[src/rtl/fifo_pkg.sv]
// Shared widths and flag bundle for the FIFO pointer/flag controller.
// Widths are derived from FIFO_DEPTH so that non-power-of-two depths size correctly.
package fifo_pkg;

  function automatic int addr_w(input int depth);
    return (depth > 1) ? $clog2(depth) : 1;
  endfunction

  function automatic int cnt_w(input int depth);
    return $clog2(depth + 1);
  endfunction

  typedef struct packed {
    logic full;
    logic empty;
    logic almost_full;
    logic almost_empty;
  } fifo_flags_t;

endpackage

[src/rtl/fifo_ctrl_if.sv]
// Producer/consumer request bus and fifo_mem control signals of fifo_ctrl.
// Handshake: push/pop are requests; a request is taken exactly when write_enable/read_enable is high in the same cycle.
interface fifo_ctrl_if #(
  parameter int FIFO_DEPTH = 8
);
  localparam int AW = fifo_pkg::addr_w(FIFO_DEPTH);
  localparam int CW = fifo_pkg::cnt_w(FIFO_DEPTH);

  logic          push;
  logic          pop;
  logic          flush;
  logic          clear_errors;
  logic [AW-1:0] write_address;
  logic          write_enable;
  logic [AW-1:0] read_address;
  logic          read_enable;
  logic          rd_valid;
  logic [CW-1:0] count;
  logic          full;
  logic          empty;
  logic          almost_full;
  logic          almost_empty;
  logic          overflow;
  logic          underflow;

  // Requester side: issues push/pop/flush/clear_errors and observes status.
  modport master (
    output push, pop, flush, clear_errors,
    input  write_address, write_enable, read_address, read_enable, rd_valid,
    input  count, full, empty, almost_full, almost_empty, overflow, underflow
  );

  // Controller side.
  modport slave (
    input  push, pop, flush, clear_errors,
    output write_address, write_enable, read_address, read_enable, rd_valid,
    output count, full, empty, almost_full, almost_empty, overflow, underflow
  );

endinterface

[src/rtl/fifo_ptr.sv]
// Wrapping FIFO pointer: increments on inc, clears on flush, wraps at DEPTH-1 by compare.
module fifo_ptr #(
  parameter int DEPTH = 8,
  parameter int AW    = fifo_pkg::addr_w(DEPTH)
) (
  input  logic          clk,
  input  logic          reset,
  input  logic          inc,
  input  logic          flush,
  output logic [AW-1:0] ptr
);

  localparam logic [AW-1:0] LAST = AW'(DEPTH - 1);

  logic [AW-1:0] ptr_q;
  logic [AW-1:0] ptr_d;

  // Explicit compare so depths that are not powers of two wrap correctly.
  always_comb begin
    ptr_d = ptr_q;
    if (flush) begin
      ptr_d = '0;
    end else if (inc) begin
      ptr_d = (ptr_q == LAST) ? '0 : ptr_q + AW'(1);
    end
  end

  always_ff @(posedge clk or negedge reset) begin
    if (!reset) begin
      ptr_q <= '0;
    end else begin
      ptr_q <= ptr_d;
    end
  end

  assign ptr = ptr_q;

endmodule

[src/rtl/fifo_ctrl.sv]
// Pointer, occupancy, flag and sticky-error controller driving the synchronous fifo_mem.
// rd_valid is delayed one cycle to line up with fifo_mem's registered read data.
module fifo_ctrl
  import fifo_pkg::*;
#(
  parameter int FIFO_DEPTH          = 8,
  parameter int ALMOST_FULL_THRESH  = FIFO_DEPTH - 1,
  parameter int ALMOST_EMPTY_THRESH = 1
) (
  input logic        clk,
  input logic        reset,
  fifo_ctrl_if.slave bus
);

  localparam int AW = addr_w(FIFO_DEPTH);
  localparam int CW = cnt_w(FIFO_DEPTH);
  localparam logic [CW-1:0] DEPTH_C = CW'(FIFO_DEPTH);
  localparam logic [CW-1:0] AF_TH   = CW'(ALMOST_FULL_THRESH);
  localparam logic [CW-1:0] AE_TH   = CW'(ALMOST_EMPTY_THRESH);

  logic [CW-1:0] count_q, count_d;
  logic          rd_valid_q, rd_valid_d;
  logic          overflow_q, overflow_d;
  logic          underflow_q, underflow_d;

  fifo_flags_t   flags;
  logic          pop_ok, push_ok;
  logic          pop_acc, push_acc;
  logic [AW-1:0] wr_ptr, rd_ptr;

  always_comb begin
    flags.full         = (count_q == DEPTH_C);
    flags.empty        = (count_q == '0);
    flags.almost_full  = (count_q >= AF_TH);
    flags.almost_empty = (count_q <= AE_TH);
  end

  // A push into a full FIFO is taken only when a pop frees a slot in the same cycle.
  // flush and reset mask the accepts so fifo_mem sees no access.
  always_comb begin
    pop_ok   = bus.pop & ~flags.empty;
    push_ok  = bus.push & (~flags.full | pop_ok);
    pop_acc  = pop_ok & ~bus.flush & reset;
    push_acc = push_ok & ~bus.flush & reset;
  end

  always_comb begin
    count_d    = count_q + CW'(push_acc) - CW'(pop_acc);
    rd_valid_d = pop_acc;
    if (bus.flush) begin
      count_d    = '0;
      rd_valid_d = 1'b0;
    end
  end

  // Sticky errors: a new error in the same cycle as clear_errors keeps the bit set.
  always_comb begin
    overflow_d  = overflow_q;
    underflow_d = underflow_q;
    if (bus.clear_errors) begin
      overflow_d  = 1'b0;
      underflow_d = 1'b0;
    end
    if (bus.push & flags.full & ~pop_ok) overflow_d  = 1'b1;
    if (bus.pop & flags.empty)           underflow_d = 1'b1;
  end

  always_ff @(posedge clk or negedge reset) begin
    if (!reset) begin
      count_q     <= '0;
      rd_valid_q  <= 1'b0;
      overflow_q  <= 1'b0;
      underflow_q <= 1'b0;
    end else begin
      count_q     <= count_d;
      rd_valid_q  <= rd_valid_d;
      overflow_q  <= overflow_d;
      underflow_q <= underflow_d;
    end
  end

  fifo_ptr #(.DEPTH(FIFO_DEPTH), .AW(AW)) u_wr_ptr (
    .clk   (clk),
    .reset (reset),
    .inc   (push_acc),
    .flush (bus.flush),
    .ptr   (wr_ptr)
  );

  fifo_ptr #(.DEPTH(FIFO_DEPTH), .AW(AW)) u_rd_ptr (
    .clk   (clk),
    .reset (reset),
    .inc   (pop_acc),
    .flush (bus.flush),
    .ptr   (rd_ptr)
  );

  assign bus.write_address = wr_ptr;
  assign bus.write_enable  = push_acc;
  assign bus.read_address  = rd_ptr;
  assign bus.read_enable   = pop_acc;
  assign bus.rd_valid      = rd_valid_q;
  assign bus.count         = count_q;
  assign bus.full          = flags.full;
  assign bus.empty         = flags.empty;
  assign bus.almost_full   = flags.almost_full;
  assign bus.almost_empty  = flags.almost_empty;
  assign bus.overflow      = overflow_q;
  assign bus.underflow     = underflow_q;

endmodule
[src/flat_wrapper.sv]
// flat-port wrapper written by rule: the top's interface ports become plain ports
module fifo_ctrl_flat import fifo_pkg::*;
#(
  parameter int FIFO_DEPTH          = 8,
  parameter int ALMOST_FULL_THRESH  = FIFO_DEPTH - 1,
  parameter int ALMOST_EMPTY_THRESH = 1
)
  (clk, reset, bus_push, bus_pop, bus_flush, bus_clear_errors, bus_write_address, bus_write_enable, bus_read_address, bus_read_enable, bus_rd_valid, bus_count, bus_full, bus_empty, bus_almost_full, bus_almost_empty, bus_overflow, bus_underflow);
  fifo_ctrl_if #(.FIFO_DEPTH(FIFO_DEPTH)) bus_i ();
  input logic clk;
  input logic reset;
  input wire logic [$bits(bus_i.push)-1:0] bus_push;
  input wire logic [$bits(bus_i.pop)-1:0] bus_pop;
  input wire logic [$bits(bus_i.flush)-1:0] bus_flush;
  input wire logic [$bits(bus_i.clear_errors)-1:0] bus_clear_errors;
  output wire logic [$bits(bus_i.write_address)-1:0] bus_write_address;
  output wire logic [$bits(bus_i.write_enable)-1:0] bus_write_enable;
  output wire logic [$bits(bus_i.read_address)-1:0] bus_read_address;
  output wire logic [$bits(bus_i.read_enable)-1:0] bus_read_enable;
  output wire logic [$bits(bus_i.rd_valid)-1:0] bus_rd_valid;
  output wire logic [$bits(bus_i.count)-1:0] bus_count;
  output wire logic [$bits(bus_i.full)-1:0] bus_full;
  output wire logic [$bits(bus_i.empty)-1:0] bus_empty;
  output wire logic [$bits(bus_i.almost_full)-1:0] bus_almost_full;
  output wire logic [$bits(bus_i.almost_empty)-1:0] bus_almost_empty;
  output wire logic [$bits(bus_i.overflow)-1:0] bus_overflow;
  output wire logic [$bits(bus_i.underflow)-1:0] bus_underflow;
  assign bus_i.push = bus_push;
  assign bus_i.pop = bus_pop;
  assign bus_i.flush = bus_flush;
  assign bus_i.clear_errors = bus_clear_errors;
  assign bus_write_address = bus_i.write_address;
  assign bus_write_enable = bus_i.write_enable;
  assign bus_read_address = bus_i.read_address;
  assign bus_read_enable = bus_i.read_enable;
  assign bus_rd_valid = bus_i.rd_valid;
  assign bus_count = bus_i.count;
  assign bus_full = bus_i.full;
  assign bus_empty = bus_i.empty;
  assign bus_almost_full = bus_i.almost_full;
  assign bus_almost_empty = bus_i.almost_empty;
  assign bus_overflow = bus_i.overflow;
  assign bus_underflow = bus_i.underflow;
  fifo_ctrl #(.FIFO_DEPTH(FIFO_DEPTH), .ALMOST_FULL_THRESH(ALMOST_FULL_THRESH), .ALMOST_EMPTY_THRESH(ALMOST_EMPTY_THRESH)) u_core (.clk(clk), .reset(reset), .bus(bus_i));
endmodule
[config.mk]
export PLATFORM = sky130hd
export DESIGN_NAME = fifo_ctrl_flat
export DESIGN_NICKNAME = d
export VERILOG_FILES = /design/src/rtl/fifo_pkg.sv /design/src/rtl/fifo_ctrl_if.sv /design/src/rtl/fifo_ptr.sv /design/src/rtl/fifo_ctrl.sv /design/src/flat_wrapper.sv
export SDC_FILE = /design/constraint.sdc
export NUM_CORES = 1
export LEC_CHECK = 0
export CAP_MARGIN = 20
export CORE_ASPECT_RATIO = 0.8
export CORE_MARGIN = 8
export CORE_UTILIZATION = 30
export DETAILED_ROUTE_END_ITERATION = 7
export DONT_BUFFER_PORTS = 1
export GPL_TIMING_DRIVEN = 0
export PLACE_DENSITY_LB_ADDON = 0.15
export SLEW_MARGIN = 30
export SYNTH_ARGS = -nofsm -noshare
export SYNTH_HDL_FRONTEND = slang
export SYNTH_SLANG_ARGS = --single-unit
export TNS_END_PERCENT = 5
[constraint.sdc]
create_clock -name clk -period 2.7 [get_ports clk]
set_clock_uncertainty 0.2 [all_clocks]
set_input_delay 0.135 -clock clk [delete_from_list [all_inputs] [get_ports clk]]
set_output_delay 0.135 -clock clk [all_outputs]
set_load 0.05 [all_outputs]
## After elaboration in Yosys (flattened, before gate mapping)

Cells that the tools add are included.

| operators by class | value |
|---|---|
| add/sub/neg operators | 4 |
| $lt $le $gt $ge | 2 |
| equal/unequal tests | 3 |
| mux-type cells | 11 |
| bitwise gates (word level) | 14 |
| reductions and logical operators | 5 |

Operators by type and width:

| operator | count |
|---|---|
| 3-bit two-way mux | 6 |
| 1-bit AND | 9 |
| 2-bit nonzero test | 4 |
| 3-bit by 1-bit adder with 3-bit output, second input constant | 2 |
| 3-bit equality test, second input constant | 2 |
| 4-bit by 1-bit adder with 4-bit output | 1 |
| 4-bit equality test, second input constant | 1 |
| 4-bit by 3-bit >= comparator with 1-bit output, second input constant | 1 |
| 4-bit by 1-bit less-or-equal comparator with 1-bit output, second input constant | 1 |
| 4-bit zero test | 1 |
| 1-bit two-way mux | 4 |
| 4-bit two-way mux | 1 |
| 1-bit NOT | 4 |
| 4-bit by 1-bit subtractor with 4-bit output | 1 |
| 1-bit OR | 1 |

| word-level totals | value |
|---|---|
| register bits | 13 |
| output and inout port bits | 19 |
| word-level logic and storage cells | 45 |

## Logic depth before layout (Yosys ltp)

| logic depth | value |
|---|---|
| depth after elaboration | 10 |
| gate-level depth with buffers | 11 |

## Hierarchy

From an unflattened synthesis, not the netlist that was laid out.

| second synthesis, totals | value |
|---|---|
| cell total of the unflattened synthesis | 73 |
| area, all modules | 785.8 um^2 |

Modules (own cells, without submodules):

| module | times used | cells an instance | area an instance (um^2) |
|---|---|---|---|
| fifo_ctrl | 1 | 49 | 483.0 |
| fifo_ptr | 2 | 12 | 151.4 |

## Worst setup path after synthesis

OpenSTA, ideal clock, no wires.

| path | value |
|---|---|
| path kind | flip-flop to flip-flop |
| from | register u_core.count_q[2], in the netlist u_core.bus.count[2] |
| to | register u_core.count_q[3], in the netlist u_core.bus.count[3] |
| data arrival time | 3065 ps |
| data required time | 2375 ps |
| slack | -690 ps |
| cell stages (with the launch flop) | 11 |
| path buffers | 0 |
| clock period less this slack | 3390 ps |
| cell sequence | dfrtp_1 -> inv_1 -> ha_1 -> nor3b_4 -> nor3_4 -> ha_1 -> inv_1 -> ha_1 -> a21o_1 -> a21oi_1 -> mux2_2 |

| on the way | value |
|---|---|
| elaborated cells on any way between the ends | 14 |

RTL lines:

| what | RTL line | source |
|---|---|---|
| from (decl) | fifo_ctrl.sv:21 | `logic [CW-1:0] count_q, count_d;` |
| from (signal assigned) | fifo_ctrl.sv:75 | `count_q <= count_d;` |
| 4-bit zero test | fifo_ctrl.sv:33 | `flags.empty = (count_q == '0);` |
| net bus_empty | flat_wrapper.sv:23 | `output wire logic [$bits(bus_i.empty)-1:0] bus_empty;` |
| 1-bit NOT | fifo_ctrl.sv:41 | `pop_ok = bus.pop & ~flags.empty;` |
| 1-bit AND | fifo_ctrl.sv:41 |  |
| 1-bit AND (2 in a row) | fifo_ctrl.sv:43 | `pop_acc = pop_ok & ~bus.flush & reset;` |
| net bus_read_enable | flat_wrapper.sv:19 | `output wire logic [$bits(bus_i.read_enable)-1:0] bus_read_enable;` |
| 4-bit by 1-bit subtractor with 4-bit output | fifo_ctrl.sv:48 | `count_d = count_q + CW'(push_acc) - CW'(pop_acc);` |
| 4-bit two-way mux | fifo_ctrl.sv:50 | `if (bus.flush) begin` |
| net u_core.count_d[3] | fifo_ctrl.sv:21 |  |

The timed path passes the listed nets, and every way through them passes these cells.
A chain may end at the register's enable or synchronous reset.

## Final worst setup path

Same ends and word-level chain as after synthesis.

==> summary.txt <==
Critical path
  • Bufs and invs on worst path: 2
  • Delay-heaviest family, CP: simple AND/OR/NAND/NOR gates
  • Worst Setup Start Kind: flop
  • CP Cell Sequence: inv_4 > ha_4 > nor3b_4 > nor3_4 > ha_4 > inv_2 > ha_4 > a21o_1 > a21oi_2 > mux2_4
  • Crit-path most repeated cell: ha_4
  • CP Depth: 10
  • Crit path DAT: 3.12 ns
  • Req. time, crit path: 2.67 ns
  • Crit-path slowest cell: nor3b_4
  • FF-to-FF Start: u_core.bus.count[2]$_DFF_PN0_
  • Crit path max fanout: 5
  • Worst r2r path cells: 10
  • Crit path kind: flop to flop
  • Critical path's largest stage delay: 0.63 ns
  • CP endpoint kind: flop
  • CP startpoint: u_core.bus.count[2]$_DFF_PN0_

Detailed routing
  • Routed wire per std cell: 14.4 um
  • Routed wire length: 1.90 mm
  • Vias: 596
  • ANT nets after route: 0
  • Via density: 4.52
  • DRC: 0
  • DRT Pass-1 Iters: 4
  • DR iter-0 viols: 28

Final layout
  • Multi-input gate area: 578 um^2
  • Fin nets: 114
  • Reg area: 330 um^2
  • Fin util: 41.6%
  • Layout cells sized above 1: 36.2%
  • Final antenna diode count: 0
  • FILL cells: 289
  • Area growth from synthesis to layout: 34.0%

Yosys
  • Cell with the most instances after synthesis: dfrtp_1
  • Share of the yosys chip area belonging to registers: 38.5%
  • Ranking of synthesized cells by area: dfrtp_1 (38%), ha_1 (18%), mux2_2 (6.7%), nor3b_4 (4.4%), nand2b_1 (3.7%)
  • Post-Syn Instances: 78
  • Synth Register Bits: 13
  • Largest area contributor in the netlist: dfrtp_1
  • Unique masters post-synth: 21
  • Post-Synth Adder-Cell Area: 20.1%
  • Synth Net Count: 97
  • Ys Warns: 0
  • Largest family of logic cells by synthesized area: simple AND/OR/NAND/NOR gates
  • Post-Synth XOR/XNOR Area: 1.04%
  • Synth Area in Compound Gates: 4.88%
  • Mux cell area share after synthesis: 9.02%
  • EDFF count, synth: 0
  • Share of the synthesized area in the top cell type: 38.5%
  • Syn Std Cell Area: 846 um^2
  • Async S/R FF share, synth: 100%
  • Simple-gate share of the synthesized area: 22.8%
  • Most common library cells after synthesis: dfrtp_1 (13), ha_1 (12), inv_1 (7)
  • Mean post-synth cell area: 10.8 um^2
  • Top_reg_cell synth: dfrtp_1

Floorplan
  • Core ar.: 2720 um^2
  • Number of top-level pins: 25
  • Die width: 75.4 um
  • Vert. Die Dim: 63.5 um
  • Full die area: 4780 um^2
  • Initial Utilization: 31.1%
  • FP Rows: 17

Timing
  • Setup violations, final: 4
  • Tmin final: 3.15 ns
  • WHS: 0.0258 ns
  • Final WS setup: -0.448 ns
  • Final worst-path cycle share: 117%
  • Slew Viols, Final: 0
  • Max Freq: 318 MHz
  • Slew headroom: 49.1%
  • RSZ-0062 raised after global routing: true
  • Worst Max-Slew Pin Slew: 0.762 ns
  • Setup TNS: -1.30 ns
  • Hold Fails Final Rpt: 0

Placement
  • Place WS: -0.564 ns
  • RD Place Congestion: 0.711
  • Port-buffer cells: 0
  • HPWL after DPL: 1.35 mm

GRT
  • Initial antenna violation count: 0
  • GRT Util Overall: 8.84%
  • Number of global-route vias before repair: 634
  • Global-route wire length before repair: 3.20 mm
  • Grt total ovfl: 0
  • Largest net degree at the start of global routing: 15

Clock network
  • Clk pin slew, worst setup/hold paths: 0.09 ns
  • Max H-tree Level: 1
  • Clock root buffer: clkbuf_4
  • Clk_lat worst skew: 0.28 ns
  • # clock sinks: 13
  • CTS tree: built
  • Clock Tree Buf Depth: 2
  • CTS buffer count: 3

Pwr
  • Leakage power: 0.511 nW
  • PD cells: 922 nW/um^2
  • Peak VDD IR: 0.000469 V
  • Total Power: 1.05 mW

Worst hold path
  • Hold Startpoint: bus_pop
  • Cells on Worst Hold Path: 3
  • Min-Delay Path Class: input pin to flop

Run status
  • Status: finished, violations left
  • Violated checks: setup timing

Flow run
  • Max-cap viol count: 0
==> where the power goes <==
| group | leakage [nW] | switching [mW] | internal, mW |
|---|---|---|---|
| registers | 0.170 | 0.185 | 0.233 |
| logic | 0.326 | 0.292 | 0.208 |
| clock network | 0.0150 | 0.0701 | 0.0573 |
==> through the flow <==
| step | instances | cell area, um^2 |
|---|---|---|
| 6_report | 132 | 1130 |
| 5_1_grt | 132 | 1130 |
| 4_1_cts | 131 | 1100 |
| 3_5_place_dp | 116 | 951 |
| 3_3_place_gp | 116 | 947 |
| 2_1_floorplan | 78 | 900 |
==> worst min-delay path: stages <==
cell      delay [ns]
nand2b_1        0.12
a21oi_4         0.11
mux2i_1         0.11
==> cell families (layout without fill, tap and decap cells) <==
group	Yosys count	after routing
AO/OA/AOI/OAI	7	7
XOR/XNOR	1	1
adder cells (fa/ha/maj)	13	13
buffers and inverters	8	24
flip-flops	13	13
multiplexers	7	7
AND/OR/NAND/NOR	29	29
==> path summary, 6_finish.rpt <==
path	slack, ns	end
hold reg to reg	0.59	u_core.bus.underflow$_DFFE_PN0P_
setup / recovery	-0.45	u_core.bus.count[3]$_DFF_PN0_
setup reg to reg	-0.45	u_core.bus.count[3]$_DFF_PN0_
max in group asynchronous	1.73	u_core.bus.count[1]$_DFF_PN0_
min in group asynchronous	0.12	u_core.u_wr_ptr.ptr[1]$_DFFE_PN0P_
hold / removal	0.03	u_core.u_wr_ptr.ptr[1]$_DFFE_PN0P_
==> per-layer routing <==
layer	vias to the layer above	track usage, %	routed length (um)
met4	0	4.31	36
met1	288	9.58	778
met3	2	3.16	132
met2	13	14.6	953
li1	293	-	-
met5	-	0	0
==> cell usage in the layout, fill, tap and decap left out, types with 3 or more instances in the layout <==
cell           count
and2b_1            3
buf_4              3
clkbuf_4           3
dfrtp_1            9
dfrtp_2            4
dlygate4sd3_1      9
ha_1               8
ha_4               4
inv_1              3
inv_4              3
mux2_2             4
nand2_1            5
nand2b_1           5
nor2_1             4
==> sequential cells by signal (all words and copies together), names as in the netlist <==
register	count
u_core.bus.overflow	1
u_core.u_rd_ptr.ptr	3
u_core.bus.underflow	1
u_core.u_wr_ptr.ptr	3
u_core.bus.count	4
u_core.bus.rd_valid	1
==> area by class of cell <==
cell class | count | share of cell area, %
plain buffers | 1 | 0.442
inverters | 7 | 2.98
flip-flops and latches | 13 | 29.1
repair buffers | 12 | 9.93
multi-input cells | 57 | 51.0
clock buffers | 4 | 2.32
well taps | 38 | 4.19
==> timing repair <==
| action | in CTS | in global routing |
|---|---|---|
| gates resized for setup | 7 | 4 |
| hold endpoints to repair | 26 | 2 |
| endpoints found under the setup margin | 5 | 5 |
| pin swaps | 3 | 3 |
| setup buffers | 3 | 0 |
| hold buffers | 8 | 1 |
(Power assumes the default switching activity.)
